File: config.mk
export PLATFORM = sky130hd
export DESIGN_NAME = alu_issue_ctrl_flat
export DESIGN_NICKNAME = d
export VERILOG_FILES = /design/src/rtl/alu_issue_ctrl_if.sv /design/src/rtl/alu_issue_ctrl.sv /design/src/flat_wrapper.sv
export SDC_FILE = /design/constraint.sdc
export NUM_CORES = 1
export LEC_CHECK = 0
export CAP_MARGIN = 20
export CORE_MARGIN = 2
export CORE_UTILIZATION = 52
export DETAILED_ROUTE_END_ITERATION = 8
export PLACE_DENSITY = 0.8
export SYNTH_ARGS = -nofsm -noshare
export SYNTH_HDL_FRONTEND = slang
export SYNTH_SLANG_ARGS = --single-unit
File: constraint.sdc
create_clock -name clk -period 2 [get_ports clk]
set_input_delay 0.2 -clock clk [delete_from_list [all_inputs] [get_ports clk]]
set_output_delay 0.2 -clock clk [all_outputs]
set_load 0.02 [all_outputs]
File: src/rtl/alu_issue_ctrl_if.sv
// Instruction-issue handshake between an instruction source and alu_issue_ctrl.
interface alu_issue_ctrl_if;
  logic       instr_valid;
  logic       instr_ready;
  logic [3:0] instr_op;
  logic [1:0] instr_dst;
  logic [1:0] instr_srca;
  logic [1:0] instr_srcb;
  logic [7:0] instr_imm;

  modport master (
    output instr_valid, instr_op, instr_dst, instr_srca, instr_srcb, instr_imm,
    input  instr_ready
  );

  modport slave (
    input  instr_valid, instr_op, instr_dst, instr_srca, instr_srcb, instr_imm,
    output instr_ready
  );
endinterface

File: src/rtl/alu_issue_ctrl.sv
// Single-issue controller: reads a 4x8 register file, drives an external ALU,
// writes back its result (or a load-immediate) and counts retirements.
module alu_issue_ctrl (
  input  logic             clk,
  input  logic             rst_n,
  alu_issue_ctrl_if.slave  instr,
  output logic [7:0]       alu_a,
  output logic [7:0]       alu_b,
  output logic [3:0]       alu_op,
  output logic             alu_trigger,
  input  logic [7:0]       alu_y,
  input  logic [1:0]       rd_sel,
  output logic [7:0]       rd_data,
  output logic             busy,
  output logic             done,
  output logic [7:0]       retire_cnt
);

  localparam logic [3:0] OP_LOADI = 4'b1101;

  typedef enum logic [2:0] {
    IDLE,
    ISSUE,
    FIRE,
    WB,
    LOAD
  } state_t;

  state_t     state, state_nxt;
  logic [7:0] regs [4];
  logic [1:0] dst_q;
  logic [7:0] imm_q;
  logic       accept;
  logic       is_loadi;
  logic       wr_en;
  logic [7:0] wr_data;

  assign instr.instr_ready = (state == IDLE);
  assign busy              = (state != IDLE);
  assign accept            = instr.instr_valid & (state == IDLE);
  assign is_loadi          = (instr.instr_op == OP_LOADI);
  assign wr_en             = (state == WB) | (state == LOAD);
  assign wr_data           = (state == WB) ? alu_y : imm_q;
  assign rd_data           = regs[rd_sel];

  always_comb begin
    state_nxt = state;
    unique case (state)
      IDLE:    if (accept) state_nxt = is_loadi ? LOAD : ISSUE;
      ISSUE:   state_nxt = FIRE;
      FIRE:    state_nxt = WB;
      WB:      state_nxt = IDLE;
      LOAD:    state_nxt = IDLE;
      default: state_nxt = IDLE;
    endcase
  end

  // Trigger is registered from the next state so it is high exactly in FIRE.
  always_ff @(posedge clk or negedge rst_n) begin
    if (!rst_n) begin
      state       <= IDLE;
      alu_trigger <= 1'b0;
      done        <= 1'b0;
      retire_cnt  <= '0;
    end else begin
      state       <= state_nxt;
      alu_trigger <= (state_nxt == FIRE);
      done        <= wr_en;
      if (wr_en) retire_cnt <= retire_cnt + 8'd1;
    end
  end

  always_ff @(posedge clk or negedge rst_n) begin
    if (!rst_n) begin
      alu_a  <= '0;
      alu_b  <= '0;
      alu_op <= '0;
      dst_q  <= '0;
      imm_q  <= '0;
    end else if (accept) begin
      dst_q <= instr.instr_dst;
      if (is_loadi) begin
        imm_q <= instr.instr_imm;
      end else begin
        alu_a  <= regs[instr.instr_srca];
        alu_b  <= regs[instr.instr_srcb];
        alu_op <= instr.instr_op;
      end
    end
  end

  always_ff @(posedge clk or negedge rst_n) begin
    if (!rst_n) begin
      for (int unsigned i = 0; i < 4; i++) regs[i] <= '0;
    end else if (wr_en) begin
      regs[dst_q] <= wr_data;
    end
  end

endmodule

File: src/flat_wrapper.sv
// flat-port wrapper written by rule: the top's interface ports become plain ports
module alu_issue_ctrl_flat 
  (clk, rst_n, alu_a, alu_b, alu_op, alu_trigger, alu_y, rd_sel, rd_data, busy, done, retire_cnt, instr_instr_valid, instr_instr_op, instr_instr_dst, instr_instr_srca, instr_instr_srcb, instr_instr_imm, instr_instr_ready);
  alu_issue_ctrl_if instr_i ();
  input  logic clk;
  input  logic rst_n;
  output logic [7:0] alu_a;
  output logic [7:0] alu_b;
  output logic [3:0] alu_op;
  output logic alu_trigger;
  input  logic [7:0] alu_y;
  input  logic [1:0] rd_sel;
  output logic [7:0] rd_data;
  output logic busy;
  output logic done;
  output logic [7:0] retire_cnt;
  input wire logic [$bits(instr_i.instr_valid)-1:0] instr_instr_valid;
  input wire logic [$bits(instr_i.instr_op)-1:0] instr_instr_op;
  input wire logic [$bits(instr_i.instr_dst)-1:0] instr_instr_dst;
  input wire logic [$bits(instr_i.instr_srca)-1:0] instr_instr_srca;
  input wire logic [$bits(instr_i.instr_srcb)-1:0] instr_instr_srcb;
  input wire logic [$bits(instr_i.instr_imm)-1:0] instr_instr_imm;
  output wire logic [$bits(instr_i.instr_ready)-1:0] instr_instr_ready;
  assign instr_i.instr_valid = instr_instr_valid;
  assign instr_i.instr_op = instr_instr_op;
  assign instr_i.instr_dst = instr_instr_dst;
  assign instr_i.instr_srca = instr_instr_srca;
  assign instr_i.instr_srcb = instr_instr_srcb;
  assign instr_i.instr_imm = instr_instr_imm;
  assign instr_instr_ready = instr_i.instr_ready;
  alu_issue_ctrl u_core (.clk(clk), .rst_n(rst_n), .instr(instr_i), .alu_a(alu_a), .alu_b(alu_b), .alu_op(alu_op), .alu_trigger(alu_trigger), .alu_y(alu_y), .rd_sel(rd_sel), .rd_data(rd_data), .busy(busy), .done(done), .retire_cnt(retire_cnt));
endmodule
Word-level counts from Yosys, hierarchy flattened
Index checks and enable logic that the tools add are counted.

storage, ports and cells
  bits in registers = 75
  word-level logic and storage cells = 53
  input port bits = 31

operators by class
  $lt $le $gt $ge = 5
  equality and inequality tests = 6
  bitwise gates (word level) = 7
  muxes and demuxes = 16
  reductions and logical operators = 5
  add/subtract/negate cells = 1

operator list
  cell                                                        number
  2-to-1 mux 8 bit                                            8
  binary-select mux 8 bit (select 2 bit)                      3
  bitwise mux 32 bit                                          1
  demux 8 bit (select 2 bit)                                  1
  >= comparator 3 bit, second input constant                  4
  inverter 2 -> 3 bit                                         4
  equality test 3 x 2 -> 1 bit, second input constant         3
  one-hot mux 3 bit (3 select lines)                          1
  adder 8 x 1 -> 8 bit, second input constant                 1
  2-to-1 mux 3 bit                                            2
  equality test 4 bit, second input constant                  1
  AND reduction 2 bit                                         2
  equality test 3 x 1 -> 1 bit, second input constant         1
  equality test 3 bit, second input constant                  1
  logical NOT 3 bit                                           1
  less-than comparator 3 x 1 -> 1 bit, second input constant  1
  nonzero test 3 bit                                          1
  bitwise AND 1 bit                                           1
  logical AND 1 bit                                           1
  inverter 1 bit                                              1
  OR 1 bit                                                    1

Logic depth before layout (Yosys ltp)
  word-level depth = 6
  mapped depth = 5
  mapped depth without buffers = 4

Worst setup path after synthesis
No wires, ideal clock.

  kind = reg2reg
  from = reg u_core.state[0]
  to = reg u_core.alu_a[0]
  cell stages (with the launch flop) = 6
  clock period less this slack = 1.847 ns
  arrival time = 1.722 ns
  setup slack = 0.153 ns
  setup time = 0.125 ns
  cells stage by stage = dfrtp_1 -> or4b_1 -> buf_6 -> nor2b_4 -> buf_12 -> mux2_4

on the way
  cells in the longest elaborated chain, start to end = 3

RTL lines
  item                                  RTL line              text
  start: declaration                    alu_issue_ctrl.sv:29  state_t state, state_nxt;
  start signal: assignment              alu_issue_ctrl.sv:66  state <= state_nxt;
  logical NOT 3 bit                     alu_issue_ctrl.sv:40  assign accept = instr.instr_valid & (state == IDLE);
  bitwise AND 1 bit                     alu_issue_ctrl.sv:40
  AND reduction 2 bit (no source line)  -
  end signal: assignment                alu_issue_ctrl.sv:85  alu_a <= regs[instr.instr_srca];
  end: declaration                      alu_issue_ctrl.sv:7   output logic [7:0] alu_a,

Every way passes these cells.
A chain may end at the register's enable or synchronous reset.

Worst setup path in the final report
  from = in rd_sel[0]
  to = out rd_data[4]

on the way
  cells in the longest elaborated chain, start to end = 4

RTL lines
  item                                                 RTL line              text
  start: declaration                                   flat_wrapper.sv:12    input logic [1:0] rd_sel;
  inverter 2 -> 3 bit (not written as such)            alu_issue_ctrl.sv:44  assign rd_data = regs[rd_sel];
  binary-select mux 8 bit (select 2 bit)               alu_issue_ctrl.sv:44
  2-to-1 mux 8 bit (not written as such) (2 in a row)  alu_issue_ctrl.sv:44
  end: declaration                                     flat_wrapper.sv:13    output logic [7:0] rd_data;

Every way passes these cells. The select of a mux whose other input is x is not followed.

==> key figures <==
Power and ir drop
  – Int Pwr: 4.762 mW
  – Tot Pwr: a little over 7 mW
  – PD cells: approximately 1500 nW/um^2
  – Psw: 2.417 mW
  – Leakage power: 2.180 nW
  – Clock share of power: 0.177
  – Combinational share of power: 0.446
  – Maximum VDD drop: 0.6665 mV
  – Switching share of power: 0.3366
  – Sequential share of power: 0.377

STA
  – Fin Hold WS: 0.2603 ns
  – RSZ-0062 raised after global routing: no
  – Fin crit period: 1.921 ns
  – Max_slew headroom: 0.7402
  – Post-route setup TNS: 0 ns
  – Final setup violating endpoints: 0
  – Final period utilization: 0.9606
  – Hold Vio Cnt, Final: 0
  – Max Freq: between 0.5 and 0.6 GHz
  – Fin. max-slew vios: 0
  – Worst Skew: 0.008669 ns
  – Tightest Pin Transition: 0.3888 ns
  – PnR worst setup slack: around 0.079 ns

Synth
  – Seq cells post-synth: 75
  – Synth Area per Inst: ~17 um^2
  – Synth Area in XOR/XNOR: 0.01887
  – Yosys cell types: 34
  – Ys flop type: dfrtp_1
  – Mapped cell area: 3712 um^2
  – Synth Instances: ~220
  – Mux share of post-synthesis cell area: 0.3680
  – Compound-gate portion of the synthesized area: 0.03943
  – Sequential cell area fraction in the yosys report: 0.5056
  – Async SR Flop Fraction: 1.000
  – Simple-Gate Fraction of Synth Area: 0.03775
  – Main combinational cell family by area after synthesis: multiplexers
  – EDFF count, synth: 0
  – Synth Area in Adders: 0.003370
  – Warnings, synthesis: 0
  – Synth Net Count: 256

Critical path
  – R2r setup slk: 0.09 ns
  – Crit path capture type: output port
  – Arr. time, crit path: 1.72 ns
  – Slowest cell on crit path: clkdlybuf4s50_1
  – Critical path buffers and inverters: 3
  – WP data required: 1.80 ns
  – Delay of the slowest critical-path stage: 0.51 ns
  – Setup crit start kind: input pin
  – Cells on worst reg2reg path: 4
  – CP delay by family, top: buffers and inverters
  – Setup CP Type: in -> out
  – Reg2reg start: u_core.state[0]
  – Crit path max fanout: 8
  – Worst path cell trace: clkdlybuf4s50_1, buf_12, mux4_2, dlygate4sd2_1
  – Reg-to-reg endpoint: u_core.imm_q[7]

Final layout
  – Register Area: 1877 um^2
  – Area of the multi-input gates: 1735 um^2
  – Nets: 347
  – Fin util: 0.7097
  – Area Overhead vs Synth: 31.31%
  – Finished Layout Cells: 415
  – Post-route cell area: 4875 um^2
  – Fillers: 466
  – ANT cells: 0
  – Layout cells sized above 1: 0.4357

Drt
  – Final ANT Viol Nets: 0
  – DR pass1 iterations: 4
  – Routed wire length: 7617 um
  – Vias: between 2000 and 2500
  – Drc violations: 0
  – Vias per cell: around 5.5
  – Average wire per standard cell: 18.35 um
  – DR iter-0 viols: 111

CTS
  – CTS Sinks: 75
  – Reg clk slew, reported paths: 0.08 ns
  – Skew-Pair Late Insertion Delay: 0.35 ns
  – Clock root cell: clkbuf_8
  – CTS tree: done
  – Clock Path Buffers: 2
  – H-tree Lvls: 3
  – Total CTS buffers: 9
  – Post-CTS Repair Setup Buffers: 0

Place
  – DP Cell Count: 399
  – Area after DPL: ~4700 um^2
  – Post-DP HPWL: 5309 um
  – Final GP Congestion: 0.7970
  – IO buf count: 70
  – Dpl ws: -0.1523 ns

Global routing
  – Total gr overflow: 0
  – First-pass GRT wire length: between 10000 and 15000 um
  – Initial antenna violation count: 0
  – GRT Total Usage: 0.2223
  – Vias in the first global route: 2394
  – Largest net degree at the start of global routing: 58

Floorplan
  – Die X-Extent: 88.49 um
  – IO Count: slightly above 70
  – Die height: roughly 90 um
  – # rows: 30
  – Placeable Area: just under 7000 um^2
  – Die Area: 7830 um^2
  – Starting Density: 0.5404

Flow run
  – Max_cap viols: 0

Min path
  – Hold WC Path Type: in -> async

Status
  – Outcome: finished clean
## repair_timing
item,4_1_cts,5_1_grt
endpoints found under the hold margin,18,0
pin swaps,0,0
endpoints found under the setup margin,9,1
hold buffers,1,0
gates resized for setup,9,1
## cells in the final DEF (no fill, tap or decap), types with 3 or more instances in the layout
cell type / count
dfrtp_1: 75
clkdlybuf4s50_1: 59
mux2_2: 52
mux4_2: 24
buf_4: 17
mux2_4: 16
clkbuf_8: 10
dlygate4sd2_1: 9
xor2_1: 7
buf_12: 5
nand2_1: 4
a211oi_1: 4
o22a_2: 3
nand3_1: 3
a21oi_4: 3
## sequential cells by signal, indices dropped and copies added, names as in the netlist
| signal | flops |
|---|---|
| u_core.regs | 32 |
| u_core.alu_op | 4 |
| u_core.state | 3 |
| u_core.imm_q | 8 |
| u_core.alu_b | 8 |
| u_core.alu_trigger | 1 |
| u_core.retire_cnt | 8 |
| u_core.alu_a | 8 |
| u_core.done | 1 |
| u_core.dst_q | 2 |
## cell families (layout without fill, tap and decap cells)
kind of cell             after synthesis  after routing
multiplexers                          92             92
AND/OR/NAND/NOR                       20             20
adder cells (fa/ha/maj)                1              1
flip-flops                            75             75
AO/OA/AOI/OAI                         14             14
buffers and inverters                 14            109
XOR/XNOR                               8              8
## cell usage after synthesis, drive strengths merged, types with 2 or more instances
cell	instances	area, um^2
nand2b	2	12.51
nor2	3	27.53
mux2	68	825.8
o22a	3	30.03
nand2	4	15.01
mux4	24	540.5
nand3	3	15.01
xor2	7	61.31
a211oi	5	50.05
a21oi	5	58.81
dfrtp	75	1877
inv	2	7.510
buf	11	88.83
## area by class of cell
class / instances / area share
multi-input cells: 135 / 0.3560
clock buffers: 10 / 0.02823
clock inverters: 5 / 0.01591
repair buffers: 92 / 0.1887
flip-flops and latches: 75 / 0.3850
inverters: 2 / 0.001540
well taps: 96 / 0.02464
## layer usage
metal,GRT usage,up-vias,share of wire
met5,0,-,0
met4,0.07989,0,0.017
met3,0.06157,13,0.059
met2,0.3438,77,0.49
met1,0.3054,1182,0.44
li1,-,1025,-
## worst max path at each step
stage / from / end / slack, ns / cells past startpoint
6_report: rd_sel[0] / rd_data[4] / 0.08 / 4
5_1_grt: u_core.state[0] / u_core.imm_q[4] / 0.02 / 4
4_1_cts: u_core.state[0] / busy / 0.04 / 4
3_5_place_dp: rd_sel[0] / rd_data[4] / -0.15 / 4
3_3_place_gp: rd_sel[0] / rd_data[4] / -0.14 / 4
2_1_floorplan: u_core.state[0] / u_core.alu_a[0] / 0.15 / 5
## power by group through the flow
stage          Sequential (mW)  Clock (mW)  Combinational [mW]
2_1_floorplan             2.92           0                1.82
3_3_place_gp              2.70           0                3.22
3_5_place_dp              2.73           0                3.28
4_1_cts                   2.70        1.30                3.24
5_1_grt                   2.81        1.38                3.43
6_report                  2.71        1.27                3.20
Power figures use the tool's default switching activity.
